File: config.mk
export PLATFORM = sky130hd
export DESIGN_NAME = wb_arbiter2
export DESIGN_NICKNAME = d
export VERILOG_FILES = /design/src/rtl/wb_arbiter2.sv
export SDC_FILE = /design/constraint.sdc
export NUM_CORES = 1
export LEC_CHECK = 0
export CAP_MARGIN = 40
export CORE_AREA = 2 2 122 124
export CTS_BUF_LIST = sky130_fd_sc_hd__clkbuf_8
export CTS_CLUSTER_DIAMETER = 80
export DETAILED_ROUTE_END_ITERATION = 8
export DIE_AREA = 0 0 124 126
export DONT_BUFFER_PORTS = 1
export PLACE_DENSITY_LB_ADDON = 0.08
export SLEW_MARGIN = 20
export SYNTH_ARGS = -nofsm -noshare
export SYNTH_HDL_FRONTEND = slang
export SYNTH_SLANG_ARGS = --single-unit
File: constraint.sdc
create_clock -name wb_clk_i -period 2.1 [get_ports wb_clk_i]
set_input_delay 0.21 -clock wb_clk_i [delete_from_list [all_inputs] [get_ports wb_clk_i]]
set_output_delay 0.21 -clock wb_clk_i [all_outputs]
set_load 0.02 [all_outputs]
File: src/rtl/wb_arbiter2.sv
// wb_arbiter2: two-master to one-slave Wishbone arbiter in front of the
// on-chip RAM slave. Round-robin on ties, grant held for the whole cyc,
// and a watchdog that aborts the slave and returns err when no ack arrives.
module wb_arbiter2 #(
    parameter int unsigned TIMEOUT_CYCLES = 16,
    parameter int unsigned CNT_WIDTH      = 8
) (
    input  logic        wb_clk_i,
    input  logic        wb_rst_ni,
    // master 0 (CPU data port)
    input  logic        m0_cyc_i,
    input  logic        m0_stb_i,
    input  logic        m0_we_i,
    input  logic [31:0] m0_adr_i,
    input  logic [31:0] m0_dat_i,
    input  logic [3:0]  m0_sel_i,
    output logic        m0_ack_o,
    output logic        m0_err_o,
    output logic [31:0] m0_dat_o,
    // master 1 (debug / DMA)
    input  logic        m1_cyc_i,
    input  logic        m1_stb_i,
    input  logic        m1_we_i,
    input  logic [31:0] m1_adr_i,
    input  logic [31:0] m1_dat_i,
    input  logic [3:0]  m1_sel_i,
    output logic        m1_ack_o,
    output logic        m1_err_o,
    output logic [31:0] m1_dat_o,
    // slave side
    output logic        s_cyc_o,
    output logic        s_stb_o,
    output logic        s_we_o,
    output logic [31:0] s_adr_o,
    output logic [31:0] s_dat_o,
    output logic [3:0]  s_sel_o,
    input  logic        s_ack_i,
    input  logic [31:0] s_dat_i
);

    typedef enum logic [1:0] {
        IDLE = 2'd0,
        BUSY = 2'd1,
        ERR  = 2'd2
    } state_t;

    // A zero timeout disables the watchdog entirely.
    localparam logic                 WDOG_EN   = (TIMEOUT_CYCLES != 32'd0);
    localparam logic [CNT_WIDTH-1:0] WDOG_LAST = CNT_WIDTH'(TIMEOUT_CYCLES - 32'd1);
    localparam logic [CNT_WIDTH-1:0] WDOG_ONE  = CNT_WIDTH'(1'b1);
    localparam logic [CNT_WIDTH-1:0] WDOG_ZERO = CNT_WIDTH'(1'b0);

    state_t               state_r;
    state_t               state_s;
    logic                 grant_r;        // 0 = master 0, 1 = master 1
    logic                 grant_s;
    logic                 last_grant_r;   // master served most recently
    logic                 last_grant_s;
    logic [CNT_WIDTH-1:0] wdog_r;
    logic [CNT_WIDTH-1:0] wdog_s;
    logic                 err_r;          // one-cycle error pulse to the granted master
    logic                 err_s;
    logic                 err_sent_r;     // pulse for this ERR episode already issued
    logic                 err_sent_s;

    logic                 req0_s;
    logic                 req1_s;
    logic                 g_cyc_s;
    logic                 g_stb_s;
    logic                 g_we_s;
    logic [31:0]          g_adr_s;
    logic [31:0]          g_dat_s;
    logic [3:0]           g_sel_s;

    assign req0_s = m0_cyc_i & m0_stb_i;
    assign req1_s = m1_cyc_i & m1_stb_i;

    // Route the granted master's request lines onto a common set of signals.
    always_comb begin
        g_cyc_s = 1'b0;
        g_stb_s = 1'b0;
        g_we_s  = 1'b0;
        g_adr_s = 32'h0000_0000;
        g_dat_s = 32'h0000_0000;
        g_sel_s = 4'h0;
        if (grant_r) begin
            g_cyc_s = m1_cyc_i;
            g_stb_s = m1_stb_i;
            g_we_s  = m1_we_i;
            g_adr_s = m1_adr_i;
            g_dat_s = m1_dat_i;
            g_sel_s = m1_sel_i;
        end else begin
            g_cyc_s = m0_cyc_i;
            g_stb_s = m0_stb_i;
            g_we_s  = m0_we_i;
            g_adr_s = m0_adr_i;
            g_dat_s = m0_dat_i;
            g_sel_s = m0_sel_i;
        end
    end

    // Next-state logic: arbitration, cyc lock, release and watchdog.
    always_comb begin
        state_s      = state_r;
        grant_s      = grant_r;
        last_grant_s = last_grant_r;
        wdog_s       = wdog_r;
        case (state_r)
            IDLE: begin
                wdog_s = WDOG_ZERO;
                if (req0_s && req1_s) begin
                    // Tie: the master not served last time wins.
                    grant_s = ~last_grant_r;
                    state_s = BUSY;
                end else if (req0_s) begin
                    grant_s = 1'b0;
                    state_s = BUSY;
                end else if (req1_s) begin
                    grant_s = 1'b1;
                    state_s = BUSY;
                end else begin
                    state_s = IDLE;
                end
            end
            BUSY: begin
                if (!g_cyc_s) begin
                    // Granted master ended its cycle: hand back the bus.
                    last_grant_s = grant_r;
                    state_s      = IDLE;
                    wdog_s       = WDOG_ZERO;
                end else if (g_stb_s && !s_ack_i) begin
                    if (WDOG_EN && (wdog_r == WDOG_LAST)) begin
                        state_s = ERR;
                        wdog_s  = WDOG_ZERO;
                    end else if (WDOG_EN) begin
                        wdog_s = wdog_r + WDOG_ONE;
                    end else begin
                        wdog_s = WDOG_ZERO;
                    end
                end else begin
                    // An ack (which beats a simultaneous timeout) or an idle
                    // stb restarts the watchdog.
                    wdog_s = WDOG_ZERO;
                end
            end
            ERR: begin
                wdog_s = WDOG_ZERO;
                if (!g_cyc_s) begin
                    last_grant_s = grant_r;
                    state_s      = IDLE;
                end else begin
                    state_s = ERR;
                end
            end
            default: begin
                state_s      = IDLE;
                grant_s      = 1'b0;
                last_grant_s = 1'b1;
                wdog_s       = WDOG_ZERO;
            end
        endcase
    end

    // Error pulse: raised once, on the cycle after the first ERR cycle.
    always_comb begin
        err_s      = 1'b0;
        err_sent_s = 1'b0;
        if (state_r == ERR) begin
            err_s      = ~err_sent_r;
            err_sent_s = 1'b1;
        end else begin
            err_s      = 1'b0;
            err_sent_s = 1'b0;
        end
    end

    // State, grant, watchdog and error registers.
    always_ff @(posedge wb_clk_i or negedge wb_rst_ni) begin
        if (!wb_rst_ni) begin
            state_r      <= IDLE;
            grant_r      <= 1'b0;
            last_grant_r <= 1'b1;
            wdog_r       <= WDOG_ZERO;
            err_r        <= 1'b0;
            err_sent_r   <= 1'b0;
        end else begin
            state_r      <= state_s;
            grant_r      <= grant_s;
            last_grant_r <= last_grant_s;
            wdog_r       <= wdog_s;
            err_r        <= err_s;
            err_sent_r   <= err_sent_s;
        end
    end

    // Outputs: slave mirrors the granted master only while BUSY; acks and
    // read data only flow back while BUSY, so late acks in ERR are dropped.
    always_comb begin
        s_cyc_o  = 1'b0;
        s_stb_o  = 1'b0;
        s_we_o   = 1'b0;
        s_adr_o  = 32'h0000_0000;
        s_dat_o  = 32'h0000_0000;
        s_sel_o  = 4'h0;
        m0_ack_o = 1'b0;
        m1_ack_o = 1'b0;
        m0_dat_o = 32'h0000_0000;
        m1_dat_o = 32'h0000_0000;
        if (state_r == BUSY) begin
            s_cyc_o  = g_cyc_s;
            s_stb_o  = g_stb_s;
            s_we_o   = g_we_s;
            s_adr_o  = g_adr_s;
            s_dat_o  = g_dat_s;
            s_sel_o  = g_sel_s;
            m0_ack_o = s_ack_i & ~grant_r;
            m1_ack_o = s_ack_i & grant_r;
            m0_dat_o = s_dat_i;
            m1_dat_o = s_dat_i;
        end else begin
            s_cyc_o  = 1'b0;
            s_stb_o  = 1'b0;
        end
        m0_err_o = err_r & ~grant_r;
        m1_err_o = err_r & grant_r;
    end

endmodule

# == Yosys cells after proc, flatten, opt, wreduce, memory -nomap -nowiden ==
# Cells that the tools add are included.
# classes
mul,0
n_mux,35
add_sub_neg,1
magnitude_cmp,0
div,0
eq_ne,7
shift,0
reduce_logical,8
bitwise,11
# ops
op,count
2-to-1 mux 32 bit,5
2-to-1 mux 8 bit,4
2-to-1 mux 1 bit,17
adder 8 x 1 -> 8 bit (second input constant),1
equality test 8 x 4 -> 1 bit (second input constant),1
2-to-1 mux 2 bit,4
2-to-1 mux 4 bit,2
bitwise AND 1 bit,6
inequality test 3 bit (second input constant),2
one-hot mux 2 bit (3 select lines),1
AND reduction 2 bit,3
inverter 1 bit,5
inequality test 4 bit (second input constant),1
one-hot mux 1 bit (2 select lines),2
equality test 2 x 1 -> 1 bit (second input constant),1
equality test 2 bit (second input constant),1
logical AND 1 bit,2
logical NOT 2 bit,1
inequality test 2 bit (second input constant),1
OR reduction 2 bit,1
logical NOT 1 bit,1
# word_totals
romBits,0
word_cells,68
latchBits,0
ramBits,0
input_bits,177
reg_bits,14
output_inout_bits,139
n_memories,0

# == Longest topological paths before layout ==
# Gate-level depths: netlist of run 1.
# depth
word_depth,5
depth_mapped,6

# == Least setup slack after synthesis of run 1 ==
# No wires, ideal clock.
# synth_timing
path_type,reg-to-output
from,reg state_r[1]
to,out m1_dat_o[22]
slack_ns,0.286
required_ns,1.890
t_arrival_ns,1.604
path_stages_with_launch,7
path_buffers,3
path_cell_list,dfrtp_1 > inv_1 > ha_1 > clkbuf_1 > clkbuf_1 > and2_1 > buf_4
# synth_between
elab_chain_cells,2
# synth_rtl
element,line_no,text
"start, declared",53,state_t state_r;
"start signal, assigned",188,state_r <= state_s;
equality test 2 x 1 -> 1 bit,210,if (state_r == BUSY) begin
2-to-1 mux 32 bit,--,
"end, declared",29,"output logic [31:0] m1_dat_o,"
# Every way passes these cells.

# == Worst setup path in the final report of run 1 ==
# layout_timing
from,reg state_r[1]
to,out s_dat_o[3]
# layout_between
elab_chain_cells,2
# layout_rtl
element,line_no,text
equality test 2 x 1 -> 1 bit,210,
2-to-1 mux 32 bit,210,
"end, declared",35,"output logic [31:0] s_dat_o,"
# Every way passes these cells.

==> out/results.tsv, run 1 <==
stage	metric	value	unit
run_status	status	finished clean	
worst_setup_path	crit-path max FO	50	
worst_setup_path	Max stage delay on crit path	0.43	ns
power	logic gate share of total power	0.848	
routing	wire per inst	16.4	µm
routing	DRT Wirelength	8.26	mm
timing	setup slack after layout	0.125	ns
cells_and_area	leading cell types in the layout, fill and taps excluded	mux2i_1 (73), nor2b_1 (59), buf_4 (57)	
clock_network	Worst-Skew Late Latency	0.24	ns
placement	Setup WS pre-CTS	0.341	ns
cells_and_area	area grow syn2layout	31.0	%
power	Sw Share	0.532	
placement	Placed Cells	498	
power	Leakage	1.39	nW
routing	via count	2078	
global_route	GRT Total Usage	0.0908	
clock_network	clock sinks	14	
routing	initial DRC count	21	
global_route	vias in the first global route	1961	
routing	Post-route DRC	0	
worst_setup_path	kind of critical path	reg -> out	
synthesis	sequential share of the synthesized area	0.147	
routing	Final ANT Viol Nets	0	
synthesis	Top FF cell, synth	dfrtp_1	
worst_setup_path	crit start category	flop	
worst_setup_path	delay-heaviest family, CP	buffers and inverters	
power	P per Cell Area	1340	nW/µm²
timing	post-route minimum period	1.98	ns
timing	Final Setup Violations	0	
cells_and_area	layout cells sized above 1	0.298	
worst_setup_path	Worst Path Arrival	1.77	ns
floorplan	Die Y	126	µm
clock_network	H-tree levels	1	
worst_setup_path	Worst setup EP type	output port	
timing	fin crit share	0.941	
floorplan	Initial Util	0.167	
placement	post-DP HPWL	6.97	mm
timing	WHS	0.182	ns
global_route	Congestion Overflow GR	0	
synthesis	Mapped Area	2390	µm²
global_route	largest net degree at the start of global routing	54	
synthesis	Yosys cell types	26	
timing	RSZ-0062 raised after global routing	yes	
power	Int Power	1.96	mW
timing	setup_tns	0	ns
power	Net Sw Power	2.23	mW
clock_network	CTS tree	yes	
power	Clk pwr share	0.063	
timing	clock skew	0.00112	ns
timing	Worst-Margin Slew	0.662	ns
hold_path	worst hold stages	2	
worst_setup_path	Bufs and invs on worst path	2	
clock_network	CTS Buf Count	3	
synthesis	Async SR Flop Fraction	1.00	
timing	max-slew violation count	0	
global_route	initial antenna violation count	0	
placement	Buffers on Ports	0	
floorplan	full die area	15600	µm²
hold_path	Hold Crit Class	in -> reg	
global_route	first-pass GRT wire length	11.0	mm
cells_and_area	Final Util	0.219	
clock_network	root buf cell	clkbuf_8	
synthesis	post-synth net total	476	
power	sequential share of power	0.089	
floorplan	io pins	316	
worst_setup_path	WP depth	4	
cells_and_area	Final Cell Area	3130	µm²
timing	relative slew slack	0.557	
synthesis	#FFs+latches synth	14	
cells_and_area	sequential cell area	355	µm²
cells_and_area	area of the multi-input gates	1740	µm²
worst_setup_path	Worst Reg2Reg Path Length in Cells	3	
cells_and_area	commonest non-fill, non-tap cell in the layout	mux2i_1	
clock_network	clock slew seen by the registers of the worst setup and hold paths	0.06	ns
synthesis	Post-synth EDFFs	0	
cells_and_area	number of fillers in the final layout	1579	
clock_network	CTS max path bufs	2	
timing	fmax	506	MHz
flow_run	total of max-cap violations	0	
worst_setup_path	crit-path cells	inv_1 -> ha_2 -> buf_4 -> nor2b_1	
cells_and_area	Layout Cells excl Fill	503	
timing	Final Hold Fails	0	
routing	TritonRoute pass-1 iters	2	
floorplan	Rows	44	
routing	vias per std cell	4.13	
floorplan	core area	14300	µm²
floorplan	Die X-Extent	124	µm
synthesis	synthesis warning total	0	
power	maximum vdd drop	0.621	mV
worst_setup_path	slowest CP cell	nor2b_1	
synthesis	Post-Synthesis Cells	294	
placement	dpl cell area	3030	µm²
cells_and_area	nets@finish	502	
cells_and_area	n_diodes	0	
worst_setup_path	CP Data Required Time	1.89	ns
placement	GPL Wtd Cong	0.700	
synthesis	post-synthesis average cell area	8.13	µm²
power	Power, Total	4.19	mW
sequential cells by signal (all words and copies together), names as in the netlist:
signal / cells
last_grant_r: 1
err_sent_r: 1
grant_r: 1
wdog_r: 8
state_r: 2
err_r: 1
power by group through the flow:
stage	clock network (mW)	registers (mW)	logic [mW]
finish	0.264	0.374	3.55
global route	0.287	0.382	3.83
CTS	0.274	0.375	3.58
detailed placement	0	0.381	3.58
global placement	0	0.378	3.59
floorplan	0	0.347	2.71
final cells by class:
| type | count | area share |
|---|---|---|
| inverters | 3 | 0.00359 |
| well taps | 184 | 0.0735 |
| multi-input cells | 225 | 0.556 |
| clock buffers | 4 | 0.0176 |
| flip-flops and latches | 14 | 0.113 |
| repair buffers | 73 | 0.236 |
cell families after synthesis:
logic type | Yosys count | share of synthesized area
and+or+nand+nor | 133 | 0.335
muxes | 73 | 0.306
buffers and inverters | 55 | 0.141
DFF | 14 | 0.147
AOI/OAI and AO/OA | 8 | 0.0230
xor gates and xnor gates | 6 | 0.0220
adders and majority gates | 5 | 0.0262
worst reg2reg max path: stages (launching register included):
cell,delay (ns)
dfrtp_1,0.41
or4_1,0.56
o41a_1,0.45
mux2i_1,0.15
per-layer routing:
| layer | share of wire | wire [µm] | up-vias | GRT usage |
|---|---|---|---|---|
| met5 | 0 | 0 | - | 0 |
| met4 | 0.0041 | 34 | 0 | 0.0152 |
| met3 | 0.070 | 576 | 4 | 0.0136 |
| met2 | 0.54 | 4460 | 128 | 0.172 |
| met1 | 0.39 | 3190 | 959 | 0.108 |
| li1 | - | - | 987 | - |
final timing paths:
check                              to       start  slack [ns]
max in group asynchronous     grant_r   wb_rst_ni        1.17
hold reg to reg                 err_r  err_sent_r        0.39
min in group asynchronous   wdog_r[4]   wb_rst_ni        0.44
setup / recovery           s_dat_o[3]  state_r[1]        0.12
hold / removal              wdog_r[2]     s_ack_i        0.18
setup reg to reg           state_r[1]   wdog_r[5]        0.41
cell usage after synthesis (3+ instances only):
cell      count  area (µm²)
mux2i_1      73         731
nor2b_1      74         463
dfrtp_1      13         325
inv_1         3        11.3
and3_1        3        18.8
ha_1          5        62.6
clkbuf_1     12        45.0
nor2_1       10        37.5
buf_2         8        40.0
xor2_1        6        52.6
and2_1       35         219
nand3_1       5        25.0
buf_4        32         240
timing repair:
| action | 4_1_cts | 5_1_grt |
|---|---|---|
| setup endpoints to repair | 0 | 43 |
| gates resized for setup | 0 | 15 |
| hold endpoints to repair | 14 | 0 |
| setup buffers | 0 | 0 |
| hold buffers | 1 | 0 |
Note: power is estimated with default switching activity, not from simulation.
==> inputs of run 2 (changes only) <==
- SETUP_SLACK_MARGIN: not set -> 0.2
- SLEW_MARGIN: 20 -> 15
==> run 2 against run 1 <==
Effect of this change: power is 3.6% higher; routed wire length is 0.79% higher; sequential power is 1% higher; die area stayed put; final area is 3.0% higher; via count is 0.34% higher.
==> out/results.tsv, run 2 (synthesis results as in run 1) <==
stage	metric	value	unit	change
worst_setup_path	crit-path cells	buf_12 -> mux2i_1 -> nor2b_1 -> buf_4		
timing	RSZ-0062 raised after global routing	yes		
global_route	first-pass GRT wire length	11.2	mm	+2.0%
clock_network	CTS max path bufs	2		unchanged
routing	wire per inst	16.5	µm	+0.79%
placement	Placed Cells	498		unchanged
worst_setup_path	delay-heaviest family, CP	flip-flops		
cells_and_area	biggest regs	wdog_r: 8 flops, state_r: 2 flops		
power	Power, Total	4.34	mW	+3.6%
routing	DRT Wirelength	8.32	mm	+0.79%
global_route	GRT Total Usage	0.0924		+0.00158
hold_path	hold path start	s_ack_i		
worst_setup_path	CP startpoint	grant_r		
cells_and_area	leading cell types in the layout, fill and taps excluded	mux2i_1 (73), buf_4 (54), nor2b_1 (37), nor2b_2 (37), and2_1 (35)		
placement	GPL Wtd Cong	0.700		unchanged
timing	post-route minimum period	1.80	ns	-0.176 ns
hold_path	Hold Crit Class	in -> reg		
clock_network	CTS tree	yes		
timing	setup_tns	0	ns	unchanged
timing	Final Hold Fails	0		unchanged
global_route	largest net degree at the start of global routing	54		unchanged
run_status	status	finished clean		
floorplan	Die Y	126	µm	unchanged
routing	initial DRC count	33		+57%
routing	Post-route DRC	0		unchanged
floorplan	Die X-Extent	124	µm	unchanged
cells_and_area	layout cells sized above 1	0.367		+0.0690
routing	via count	2085		+0.34%
global_route	vias in the first global route	2015		+2.8%
worst_setup_path	crit-path max FO	45		-10%
timing	Worst-Margin Slew	0.664	ns	+0.00195 ns
worst_setup_path	crit start category	flop		
cells_and_area	area grow syn2layout	35.0	%	
cells_and_area	n_diodes	0		unchanged
placement	Setup WS pre-CTS	0.341	ns	unchanged
cells_and_area	commonest non-fill, non-tap cell in the layout	mux2i_1		
routing	Final ANT Viol Nets	0		unchanged
clock_network	post-CTS setup buffer count	0		unchanged
worst_setup_path	Worst setup EP type	output port		
floorplan	io pins	316		unchanged
cells_and_area	Reg with most FFs	wdog_r		
cells_and_area	area of the multi-input gates	1810	µm²	+3.7%
routing	vias per std cell	4.15		+0.34%
global_route	Congestion Overflow GR	0		unchanged
global_route	initial antenna violation count	0		unchanged
clock_network	Worst-Skew Late Latency	0.24	ns	about the same
clock_network	clock slew seen by the registers of the worst setup and hold paths	0.06	ns	about the same
worst_setup_path	Worst Path Arrival	1.59	ns	-0.18 ns
floorplan	core area	14300	µm²	unchanged
clock_network	CTS Buf Count	3		unchanged
placement	Buffers on Ports	0		unchanged
placement	post-DP HPWL	6.97	mm	unchanged
cells_and_area	Final Cell Area	3230	µm²	+3.0%
placement	dpl cell area	3030	µm²	unchanged
clock_network	root buf cell	clkbuf_8		
flow_run	total of max-cap violations	0		unchanged
cells_and_area	sequential cell area	355	µm²	unchanged
worst_setup_path	slowest CP cell	dfrtp_4		
floorplan	Initial Util	0.167		unchanged
cells_and_area	number of fillers in the final layout	1575		-0.25%
cells_and_area	Layout Cells excl Fill	503		unchanged
clock_network	clock sinks	14		unchanged
timing	setup slack after layout	0.301	ns	+0.176 ns
floorplan	Rows	44		unchanged
timing	max-slew violation count	0		unchanged
worst_setup_path	FF-to-FF Start	wdog_r[5]		
routing	TritonRoute pass-1 iters	3		+1
cells_and_area	nets@finish	502		unchanged
timing	fmax	556	MHz	+9.8%
power	Leakage	1.41	nW	+1.3%
floorplan	full die area	15600	µm²	unchanged
timing	fin crit share	0.857		-0.0838
clock_network	H-tree levels	1		unchanged
worst_setup_path	Bufs and invs on worst path	2		unchanged
worst_setup_path	kind of critical path	reg -> out		
worst_setup_path	Max stage delay on crit path	0.46	ns	+0.03 ns
timing	Final Setup Violations	0		unchanged
worst_setup_path	CP Data Required Time	1.89	ns	about the same
power	maximum vdd drop	0.626	mV	+0.73%
worst_setup_path	Reg2Reg Setup Slack	0.41	ns	about the same
power	P per Cell Area	1350	nW/µm²	+0.61%
timing	relative slew slack	0.556		-0.00130
timing	clock skew	0.00147	ns	+0.000357 ns
cells_and_area	max reg flops	8		unchanged
run 2: cell counts in the layout (fill, tap and decap cells not counted):
Identical to the previous run, type by type.
run 2: worst paths after layout:
kind                               endpoint  cells after the start
max in group asynchronous           grant_r                      1
worst max-delay path            s_dat_o[31]                      4
min in group asynchronous         wdog_r[4]                      1
worst max register to register   state_r[1]                      3
worst min register to register        err_r                      1
worst min-delay path              wdog_r[2]                      2
run 2: per-stage QoR:
| step | hold WS, ns | utilization |
|---|---|---|
| final | 0.182 | 0.225 |
| after floorplan | -0.0856 | - |
| after CTS | 0.184 | 0.223 |
| after global routing | 0.185 | 0.225 |
| after detailed placement | -0.0851 | 0.212 |
| after global placement | -0.0851 | 0.212 |
run 2: routing by layer:
layer / global-route usage / vias to the layer above / share of wire
met2: 0.175 / 126 / 0.54
met4: 0.0152 / 0 / 0.0041
met5: 0 / - / 0
met3: 0.0136 / 4 / 0.067
li1: - / 988 / -
met1: 0.110 / 967 / 0.39
run 2: layout make-up:
| cell class | instances | share of cell area |
|---|---|---|
| Clock buffer | 4 | 0.0171 |
| Timing Repair Buffer | 73 | 0.238 |
| Sequential cell | 14 | 0.110 |
| Tap cell | 184 | 0.0713 |
| Multi-Input combinational cell | 225 | 0.560 |
| Inverter | 3 | 0.00349 |
run 2: worst register-to-register path: stages (launching register included):
cell and delay (ns):
dfrtp_1 0.41, or4_1 0.56, o41a_1 0.45, mux2i_1 0.15
run 2: what timing repair did:
item	CTS	global route
resized for setup	39	6
hold buffers	1	0
endpoints found under the setup margin	135	135
endpoints found under the hold margin	14	0
run 2: report_power, final:
group,internal [mW],switching [mW],leakage (nW)
Sequential,0.328,0.0515,0.187
Combinational,1.58,2.12,1.19
Clock,0.166,0.0985,0.0288
